<file path="config.mk">
export PLATFORM = sky130hd
export DESIGN_NAME = ts_serial_sync_aligner
export DESIGN_NICKNAME = d
export VERILOG_FILES = /design/src/rtl/ts_serial_sync_aligner.sv
export SDC_FILE = /design/constraint.sdc
export NUM_CORES = 1
export LEC_CHECK = 0
export BUFFER_PORTS_ARGS = -buffer_cell sky130_fd_sc_hd__buf_2
export CAP_MARGIN = 15
export CORE_UTILIZATION = 35
export DETAILED_ROUTE_END_ITERATION = 10
export SLEW_MARGIN = 0
export SYNTH_ARGS = -nofsm -noshare
export SYNTH_HDL_FRONTEND = slang
export SYNTH_SLANG_ARGS = --single-unit
</file>
<file path="constraint.sdc">
create_clock -name clk_i -period 3.51 [get_ports clk_i]
set_input_delay 0.351 -clock clk_i [delete_from_list [all_inputs] [get_ports clk_i]]
set_output_delay 0.351 -clock clk_i [all_outputs]
set_load 0.1 [all_outputs]
</file>
<file path="src/rtl/ts_serial_sync_aligner.sv">
// ts_serial_sync_aligner
//   Read-side consumer of the 1-bit MPEG-TS capture FIFO. Shifts serial bits
//   in MSB first, hunts for the sync byte, confirms it over SYNC_CONFIRM
//   packet-spaced syncs, then emits byte-aligned packets with SOP/EOP on a
//   valid/ready stream. A flywheel tolerates LOSS_COUNT-1 missing syncs.
// Ports
//   clk_i, rst_ni          FIFO read clock, async active-low reset
//   fifo_q_i, fifo_empty_i show-ahead FIFO bit and empty flag
//   fifo_rdreq_o           consume fifo_q_i at this edge (combinational)
//   out_data_o/out_valid_o/out_ready_i  byte stream handshake
//   out_sop_o/out_eop_o    packet byte 0 / byte PKT_LEN-1
//   out_err_o              on SOP byte: sync was missing, position flywheeled
//   locked_o               lock state, pkt_count_o packets emitted (wraps)
module ts_serial_sync_aligner #(
  parameter int          PKT_LEN      = 188,
  parameter logic [7:0]  SYNC_BYTE    = 8'h47,
  parameter int          SYNC_CONFIRM = 2,
  parameter int          LOSS_COUNT   = 3
) (
  input  logic        clk_i,
  input  logic        rst_ni,
  input  logic        fifo_q_i,
  input  logic        fifo_empty_i,
  output logic        fifo_rdreq_o,
  output logic [7:0]  out_data_o,
  output logic        out_valid_o,
  input  logic        out_ready_i,
  output logic        out_sop_o,
  output logic        out_eop_o,
  output logic        out_err_o,
  output logic        locked_o,
  output logic [15:0] pkt_count_o
);

  localparam int IW = (PKT_LEN > 1) ? $clog2(PKT_LEN) : 1;
  localparam int CW = $clog2(SYNC_CONFIRM + 1);
  localparam int MW = $clog2(LOSS_COUNT + 1);
  localparam logic [IW-1:0] LAST_IDX  = IW'(PKT_LEN - 1);
  localparam logic [IW-1:0] FIRST_PAY = IW'(1 % PKT_LEN);
  localparam logic [CW-1:0] CONF_N    = CW'(SYNC_CONFIRM);
  localparam logic [MW-1:0] LOSS_N    = MW'(LOSS_COUNT);

  typedef enum logic [1:0] {HUNT, VERIFY, LOCKED} state_e;

  state_e          state_q, state_d;
  logic [7:0]      sreg_q, sreg_d;
  logic [2:0]      bit_cnt_q, bit_cnt_d;
  logic [IW-1:0]   byte_idx_q, byte_idx_d;
  logic [CW-1:0]   confirm_q, confirm_d;
  logic [MW-1:0]   miss_q, miss_d;
  logic [7:0]      data_q, data_d;
  logic            valid_q, valid_d;
  logic            sop_q, sop_d, eop_q, eop_d, err_q, err_d;
  logic [15:0]     pkt_cnt_q, pkt_cnt_d;

  logic            stall, rdreq, byte_done, load, ld_sop, ld_eop, ld_err;
  logic [7:0]      sreg_n;
  logic [IW-1:0]   idx_nxt;

  always_comb begin
    state_d    = state_q;
    sreg_d     = sreg_q;
    bit_cnt_d  = bit_cnt_q;
    byte_idx_d = byte_idx_q;
    confirm_d  = confirm_q;
    miss_d     = miss_q;
    data_d     = data_q;
    valid_d    = valid_q;
    sop_d      = sop_q;
    eop_d      = eop_q;
    err_d      = err_q;
    pkt_cnt_d  = pkt_cnt_q;
    load       = 1'b0;
    ld_sop     = 1'b0;
    ld_eop     = 1'b0;
    ld_err     = 1'b0;

    // Hold off only the bit that would complete a byte while the single
    // output slot is still occupied; earlier bits of the byte keep flowing.
    stall     = valid_q & ~out_ready_i & (state_q == LOCKED) & (bit_cnt_q == 3'd7);
    rdreq     = ~fifo_empty_i & ~stall;
    sreg_n    = {sreg_q[6:0], fifo_q_i};
    byte_done = (bit_cnt_q == 3'd7);
    idx_nxt   = (byte_idx_q == LAST_IDX) ? '0 : byte_idx_q + 1'b1;

    if (valid_q && out_ready_i) valid_d = 1'b0;

    if (rdreq) begin
      sreg_d = sreg_n;
      unique case (state_q)
        HUNT: begin
          if (sreg_n == SYNC_BYTE) begin
            bit_cnt_d  = '0;
            byte_idx_d = FIRST_PAY;
            confirm_d  = CW'(1);
            miss_d     = '0;
            if (SYNC_CONFIRM == 1) begin
              state_d = LOCKED;
              load    = 1'b1;
              ld_sop  = 1'b1;
            end else begin
              state_d = VERIFY;
            end
          end
        end
        VERIFY: begin
          bit_cnt_d = bit_cnt_q + 3'd1;
          if (byte_done) begin
            byte_idx_d = idx_nxt;
            if (byte_idx_q == '0) begin
              if (sreg_n != SYNC_BYTE) begin
                // sreg keeps the stream history so the hunt continues bitwise
                state_d = HUNT;
              end else if (confirm_q + 1'b1 == CONF_N) begin
                state_d = LOCKED;
                miss_d  = '0;
                load    = 1'b1;
                ld_sop  = 1'b1;
              end else begin
                confirm_d = confirm_q + 1'b1;
              end
            end
          end
        end
        LOCKED: begin
          bit_cnt_d = bit_cnt_q + 3'd1;
          if (byte_done) begin
            byte_idx_d = idx_nxt;
            if (byte_idx_q == '0) begin
              if (sreg_n == SYNC_BYTE) begin
                miss_d = '0;
                load   = 1'b1;
                ld_sop = 1'b1;
              end else if (miss_q + 1'b1 < LOSS_N) begin
                // flywheel: trust the packet timing, flag the missing sync
                miss_d = miss_q + 1'b1;
                load   = 1'b1;
                ld_sop = 1'b1;
                ld_err = 1'b1;
              end else begin
                state_d = HUNT;
                miss_d  = '0;
              end
            end else begin
              load   = 1'b1;
              ld_eop = (byte_idx_q == LAST_IDX);
            end
          end
        end
        default: state_d = HUNT;
      endcase
    end

    if (load) begin
      valid_d = 1'b1;
      data_d  = sreg_n;
      sop_d   = ld_sop;
      eop_d   = ld_eop;
      err_d   = ld_err;
      if (ld_eop) pkt_cnt_d = pkt_cnt_q + 16'd1;
    end
  end

  always_ff @(posedge clk_i or negedge rst_ni) begin
    if (!rst_ni) begin
      state_q    <= HUNT;
      sreg_q     <= '0;
      bit_cnt_q  <= '0;
      byte_idx_q <= '0;
      confirm_q  <= '0;
      miss_q     <= '0;
      data_q     <= '0;
      valid_q    <= 1'b0;
      sop_q      <= 1'b0;
      eop_q      <= 1'b0;
      err_q      <= 1'b0;
      pkt_cnt_q  <= '0;
    end else begin
      state_q    <= state_d;
      sreg_q     <= sreg_d;
      bit_cnt_q  <= bit_cnt_d;
      byte_idx_q <= byte_idx_d;
      confirm_q  <= confirm_d;
      miss_q     <= miss_d;
      data_q     <= data_d;
      valid_q    <= valid_d;
      sop_q      <= sop_d;
      eop_q      <= eop_d;
      err_q      <= err_d;
      pkt_cnt_q  <= pkt_cnt_d;
    end
  end

  assign fifo_rdreq_o = rdreq;
  assign out_data_o   = data_q;
  assign out_valid_o  = valid_q;
  assign out_sop_o    = sop_q;
  assign out_eop_o    = eop_q;
  assign out_err_o    = err_q;
  assign locked_o     = (state_q == LOCKED);
  assign pkt_count_o  = pkt_cnt_q;

endmodule

</file>
# --- Yosys cells after proc, flatten, opt, wreduce, memory -nomap -nowiden ---
# Index checks and enable logic that the tools add are counted.
word_totals:
  output_inout_bits: 30
  wordCells: 114
  reg_bits: 52
  input_bits: 5
op_classes:
  n_eq_ne: 19
  reduce_logical: 14
  n_mux: 56
  n_addsub: 5
  magnitude_cmp: 1
  n_bitwise: 7
ops:
  columns: ["operator", "count"]
  rows:
  - ["$mux 2", 22]
  - ["$mux 8", 3]
  - ["$mux 1", 23]
  - ["$reduce_and 9->1", 2]
  - ["$add 16x1->16 const B", 1]
  - ["$ne 2x2->1 const B", 8]
  - ["$pmux 8 s2", 1]
  - ["$pmux 2 s3", 2]
  - ["$add 8x1->8 const B", 1]
  - ["$eq 8x7->1 const B", 1]
  - ["$eq 8x8->1 const B", 1]
  - ["$logic_not 8->1", 1]
  - ["$ne 8x7->1 const B", 1]
  - ["$reduce_and 7->1", 1]
  - ["$ne 2x1->1 const B", 3]
  - ["$pmux 3 s2", 1]
  - ["$reduce_bool 2->1", 3]
  - ["$add 2x1->2 const B", 2]
  - ["$and 1x1->1", 4]
  - ["$eq 2x2->1 const B", 2]
  - ["$pmux 1 s2", 2]
  - ["$pmux 2 s2", 1]
  - ["$reduce_and 4->1", 1]
  - ["$add 3x1->3 const B", 1]
  - ["12 further kinds", 14]

# --- Longest topological paths before layout ---
depth:
  depth_word: 9
  depth_mapped: 11
  ltp_nobuf: 8

# --- Worst setup path after synthesis ---
# OpenSTA, ideal clock, no wires.
synth_timing:
  kind: "register to register"
  from: "register state_q[0]"
  to: "register byte_idx_q[1]"
  path_buffers: 3
  arrival_ps: 3502
  path_slack_ps: -113
  synth_period_minus_slack_ps: 3623
  required_time_ps: 3389
  setup_ps: 121
  path_stages_with_launch: 12
  cell_sequence: "dfrtp_1 -> inv_1 -> ha_1 -> buf_6 -> and4b_4 -> or2_1 -> buf_6 -> clkinv_1 -> nand2b_1 -> clkbuf_1 -> o22ai_1 -> a22o_1"
synth_between:
  elab_chain_len: 6
  elab_cells_between_ends: 13
  classes_between: "4 x eq/ne; 1 x mux; 4 x bitwise; 4 x reduce/logical"
synth_lines:
  columns: ["item", "line_no", "text"]
  rows:
  - ["start: declaration", "45", "state_e state_q, state_d;"]
  - ["start signal: assignment", "179", "state_q <= state_d;"]
  - ["$eq 2x2->1", null, null]
  - ["net locked_o", "31", "output logic locked_o,"]
  - ["$and 1x1->1 (2 in a row)", "80", "stall = valid_q & ~out_ready_i & (state_q == LOCKED) & (bit_cnt_q == 3'd7);"]
  - ["$not 1->1", "81", "rdreq = ~fifo_empty_i & ~stall;"]
  - ["$and 1x1->1", "81", null]
  - ["net fifo_rdreq_o", "24", "output logic fifo_rdreq_o,"]
  - ["$reduce_and 4->1 (no line)", null, null]
  - ["end signal: assignment", "182", "byte_idx_q <= byte_idx_d;"]
  - ["end: declaration", "48", "logic [IW-1:0] byte_idx_q, byte_idx_d;"]
# The timed path passes the listed nets, and every way through them passes these cells.
# A chain may end at the register's enable or synchronous reset.

# --- Worst setup path in the final report ---
layout_timing:
  from: "register bit_cnt_q[0]"
  to: "output port fifo_rdreq_o"
layout_between:
  elab_chain_len: 4
layout_lines:
  columns: ["item", "line_no", "text"]
  rows:
  - ["start: declaration", "47", "logic [2:0] bit_cnt_q, bit_cnt_d;"]
  - ["start signal: assignment", "181", "bit_cnt_q <= bit_cnt_d;"]
  - ["$eq 3x3->1", "80", null]
  - ["$and 1x1->1", "80", null]
  - ["$not 1->1", "81", null]
  - ["$and 1x1->1", "81", null]
  - ["end: declaration", "24", null]
# Every way passes these cells.

==> metrics.txt <==
Syn Area/Cell 10.5 sq um; Post-DP Area 0.00295 sq mm; initial antenna violation count 0; final wirelength 5140 um; power share of the clock group 26.2%; first-pass GRT wire length 8310 um; Cell Area, Synth 0.00268 sq mm; sequential power share 50.9%; CTS Sinks 52; Antenna Violating Nets Remaining 0; Syn Inst Count 255; wire length per cell 13.1 um; share of layout cells above drive strength 1 21.2%; Num CTS Buffers 5; Slew @ Worst Pin 0.673 ns; I/O Pins 35; EDFF count, synth 0; Cell Pwr Density 441 mW/mm^2; die width 89.5 um; Critical Setup Path Class flop to output pin; Crit. End Element output pin; Max Clk Rate 0.316 GHz; net count after synthesis 270; Detailed Place HPWL 3880 um; CTS tree yes; routability cong. 0.827; Clock Skew 0.0103 ns; Final Max Tran Viols 0; Antenna diodes 0; Worst VDD drop 0.160 mV; Final Hold Vio Count 0; Net Switching 443 uW; largest net degree at the start of global routing 36; port bufs 34; Post-Place Worst Slack 0.673 ns; Chip Height 89.5 um; initial core utilization 36.6%; Slew HR 54.5%; switching share of power 32.9%; First-pass DRT Iterations 4; final net count 307; main area contributors after synthesis dfrtp_1 (49%), mux2_4 (5.6%), nand2_1 (5.0%), ha_1 (4.7%), xnor2_1 (4.2%); Area growth syn-to-layout 13.9%; number of library cell types mapped by synthesis 43; leakage 1.50 nW; Root Buffer clkbuf_8; Comb pwr share 22.9%; clock slew at reported path FFs 0.10 ns; P_int 904 uW; CP Launch Type flop; drt drc 0; total number of yosys warnings 0; RSZ-0062 raised after global routing no; Crit path arrival time 2.81 ns; initial drt markers 133; Clock Latency Late Sink 0.31 ns; post-synthesis register bit count 52; Post-CTS Setup Repair Bufs 0; post-synth top area share 48.6%; worst path required time 3.16 ns; Vias 1904; depth of the CTS H-tree 2; CP Max Fanout 16; fin crit share 90.0%; via/cell ratio 4.86; Final Cell Area 0.00305 sq mm; max_cap viols 0; Tot GR Track Use 13.5%; Final setup viols 0; PnR worst setup slack 0.350 ns; status complete, no violations; sequential area share after synthesis 48.6%; Top FF cell, synth dfrtp_1; num rows 31; fin crit period 3.16 ns; worst hold slack 0.286 ns; cts repair resizes 0; vias in the first global route 1661; Sum Neg Setup Slack 0 ns; die area 0.00801 sq mm; largest area contributor in the netlist dfrtp_1; Core Region 0.00733 sq mm; GRT overflow 0; clk buf depth 2; Worst Hold Class input pin to flop; ys async rst share 100%
## cell usage in the layout (no fill, tap or decap), types with 2 or more instances in the layout
cell / instances
nor4_1: 6
nand2b_1: 5
mux2i_1: 5
and2_1: 2
nand2_1: 36
inv_1: 15
nor3_1: 7
mux2_4: 10
nand4_1: 9
nor2_1: 15
a31oi_1: 2
nand3_1: 14
xor2_1: 7
clkbuf_8: 5
and4_1: 2
dfrtp_1: 52
xnor2_1: 13
mux2_2: 2
and3_1: 4
ha_1: 9
o22ai_1: 3
nor4b_1: 2
a32o_1: 2
a21oi_1: 5
o21ai_0: 4
buf_2: 34
## what timing repair did
item,CTS,global route
hold buffers,1,0
endpoints found under the setup margin,0,0
hold endpoints to repair,17,0
## layer usage
layer	track usage [%]	part of all wire [%]	wire, um
met4	3.46	0.97	50
met1	19.9	50	2580
met5	0	0	0
met2	20.1	45	2330
met3	2.59	3.4	176
## kinds of logic after synthesis
kind of cell	synth area share, %
simple gates	21.9
flops	48.6
compound gates	6.40
buf+inv	3.64
xor+xnor	6.54
mux	8.31
fa+ha+maj	4.67
## per-stage QoR
stage / utilization, % / power (mW) / std cells
floorplan: - / 0.927 / 255
global placement: 40.2 / 0.997 / 383
detailed placement: 40.2 / 1.00 / 383
CTS: 41.6 / 1.36 / 392
global route: 41.6 / 1.45 / 392
finish: 41.6 / 1.35 / 392
## power groups by stage
stage / Combinational, mW / Clock [mW] / Sequential [mW]
after floorplan: 0.237 / 0 / 0.689
after global placement: 0.302 / 0 / 0.695
after detailed placement: 0.307 / 0 / 0.697
after CTS: 0.309 / 0.368 / 0.685
after global routing: 0.356 / 0.399 / 0.694
final: 0.308 / 0.353 / 0.686
## area by class of cell
class,instances,area [sq um]
repair buffers,36,188
clock inverters,3,27.5
fillers,723,4280
clock buffers,5,68.8
well taps,99,124
multi-input cells,181,1280
inverters,16,60.1
flip-flops and latches,52,1300
## sequential cells by signal (all words and copies together) (netlist names)
| signal | cells |
|---|---|
| out_eop_o | 1 |
| out_valid_o | 1 |
| bit_cnt_q | 3 |
| out_err_o | 1 |
| pkt_count_o | 16 |
| out_sop_o | 1 |
| confirm_q | 2 |
| state_q | 2 |
| byte_idx_q | 8 |
| out_data_o | 8 |
| miss_q | 2 |
| sreg_q | 7 |
## synthesized netlist by cell type, types with 2 or more instances
| cell | n |
|---|---|
| xnor2_1 | 13 |
| nor3_1 | 7 |
| nor4_1 | 6 |
| nand2b_1 | 5 |
| nor2_1 | 15 |
| inv_1 | 15 |
| nand4_1 | 9 |
| and2_1 | 2 |
| buf_6 | 2 |
| a21oi_1 | 5 |
| and3_1 | 4 |
| dfrtp_1 | 52 |
| a32o_1 | 2 |
| o21ai_0 | 4 |
| ha_1 | 10 |
| and4_1 | 2 |
| clkbuf_1 | 4 |
| o22ai_1 | 3 |
| mux2_4 | 10 |
| mux2_2 | 2 |
| nor4b_1 | 2 |
| a31oi_1 | 2 |
| nand2_1 | 36 |
| mux2i_1 | 5 |
| nand3_1 | 14 |
| xor2_1 | 7 |
## final timing paths
| path | from | slack (ns) | endpoint | cells past startpoint |
|---|---|---|---|---|
| setup reg to reg | bit_cnt_q[0] | 0.66 | out_data_o[0] | 7 |
| max in group asynchronous | rst_ni | 2.26 | byte_idx_q[5] | 3 |
| hold / removal | fifo_q_i | 0.29 | sreg_q[0] | 3 |
| setup / recovery | bit_cnt_q[0] | 0.35 | fifo_rdreq_o | 6 |
| hold reg to reg | pkt_count_o[15] | 0.47 | pkt_count_o[15] | 1 |
| min in group asynchronous | rst_ni | 0.49 | out_data_o[2] | 2 |
## critical path: stages, from the launching register on
cell      delay [ns]
dfrtp_1         0.38
ha_1            0.17
ha_1            0.38
and4b_4         0.30
or2_1           0.45
clkinv_1        0.42
buf_2           0.41
No activity file was read; power rests on OpenSTA's default activity.
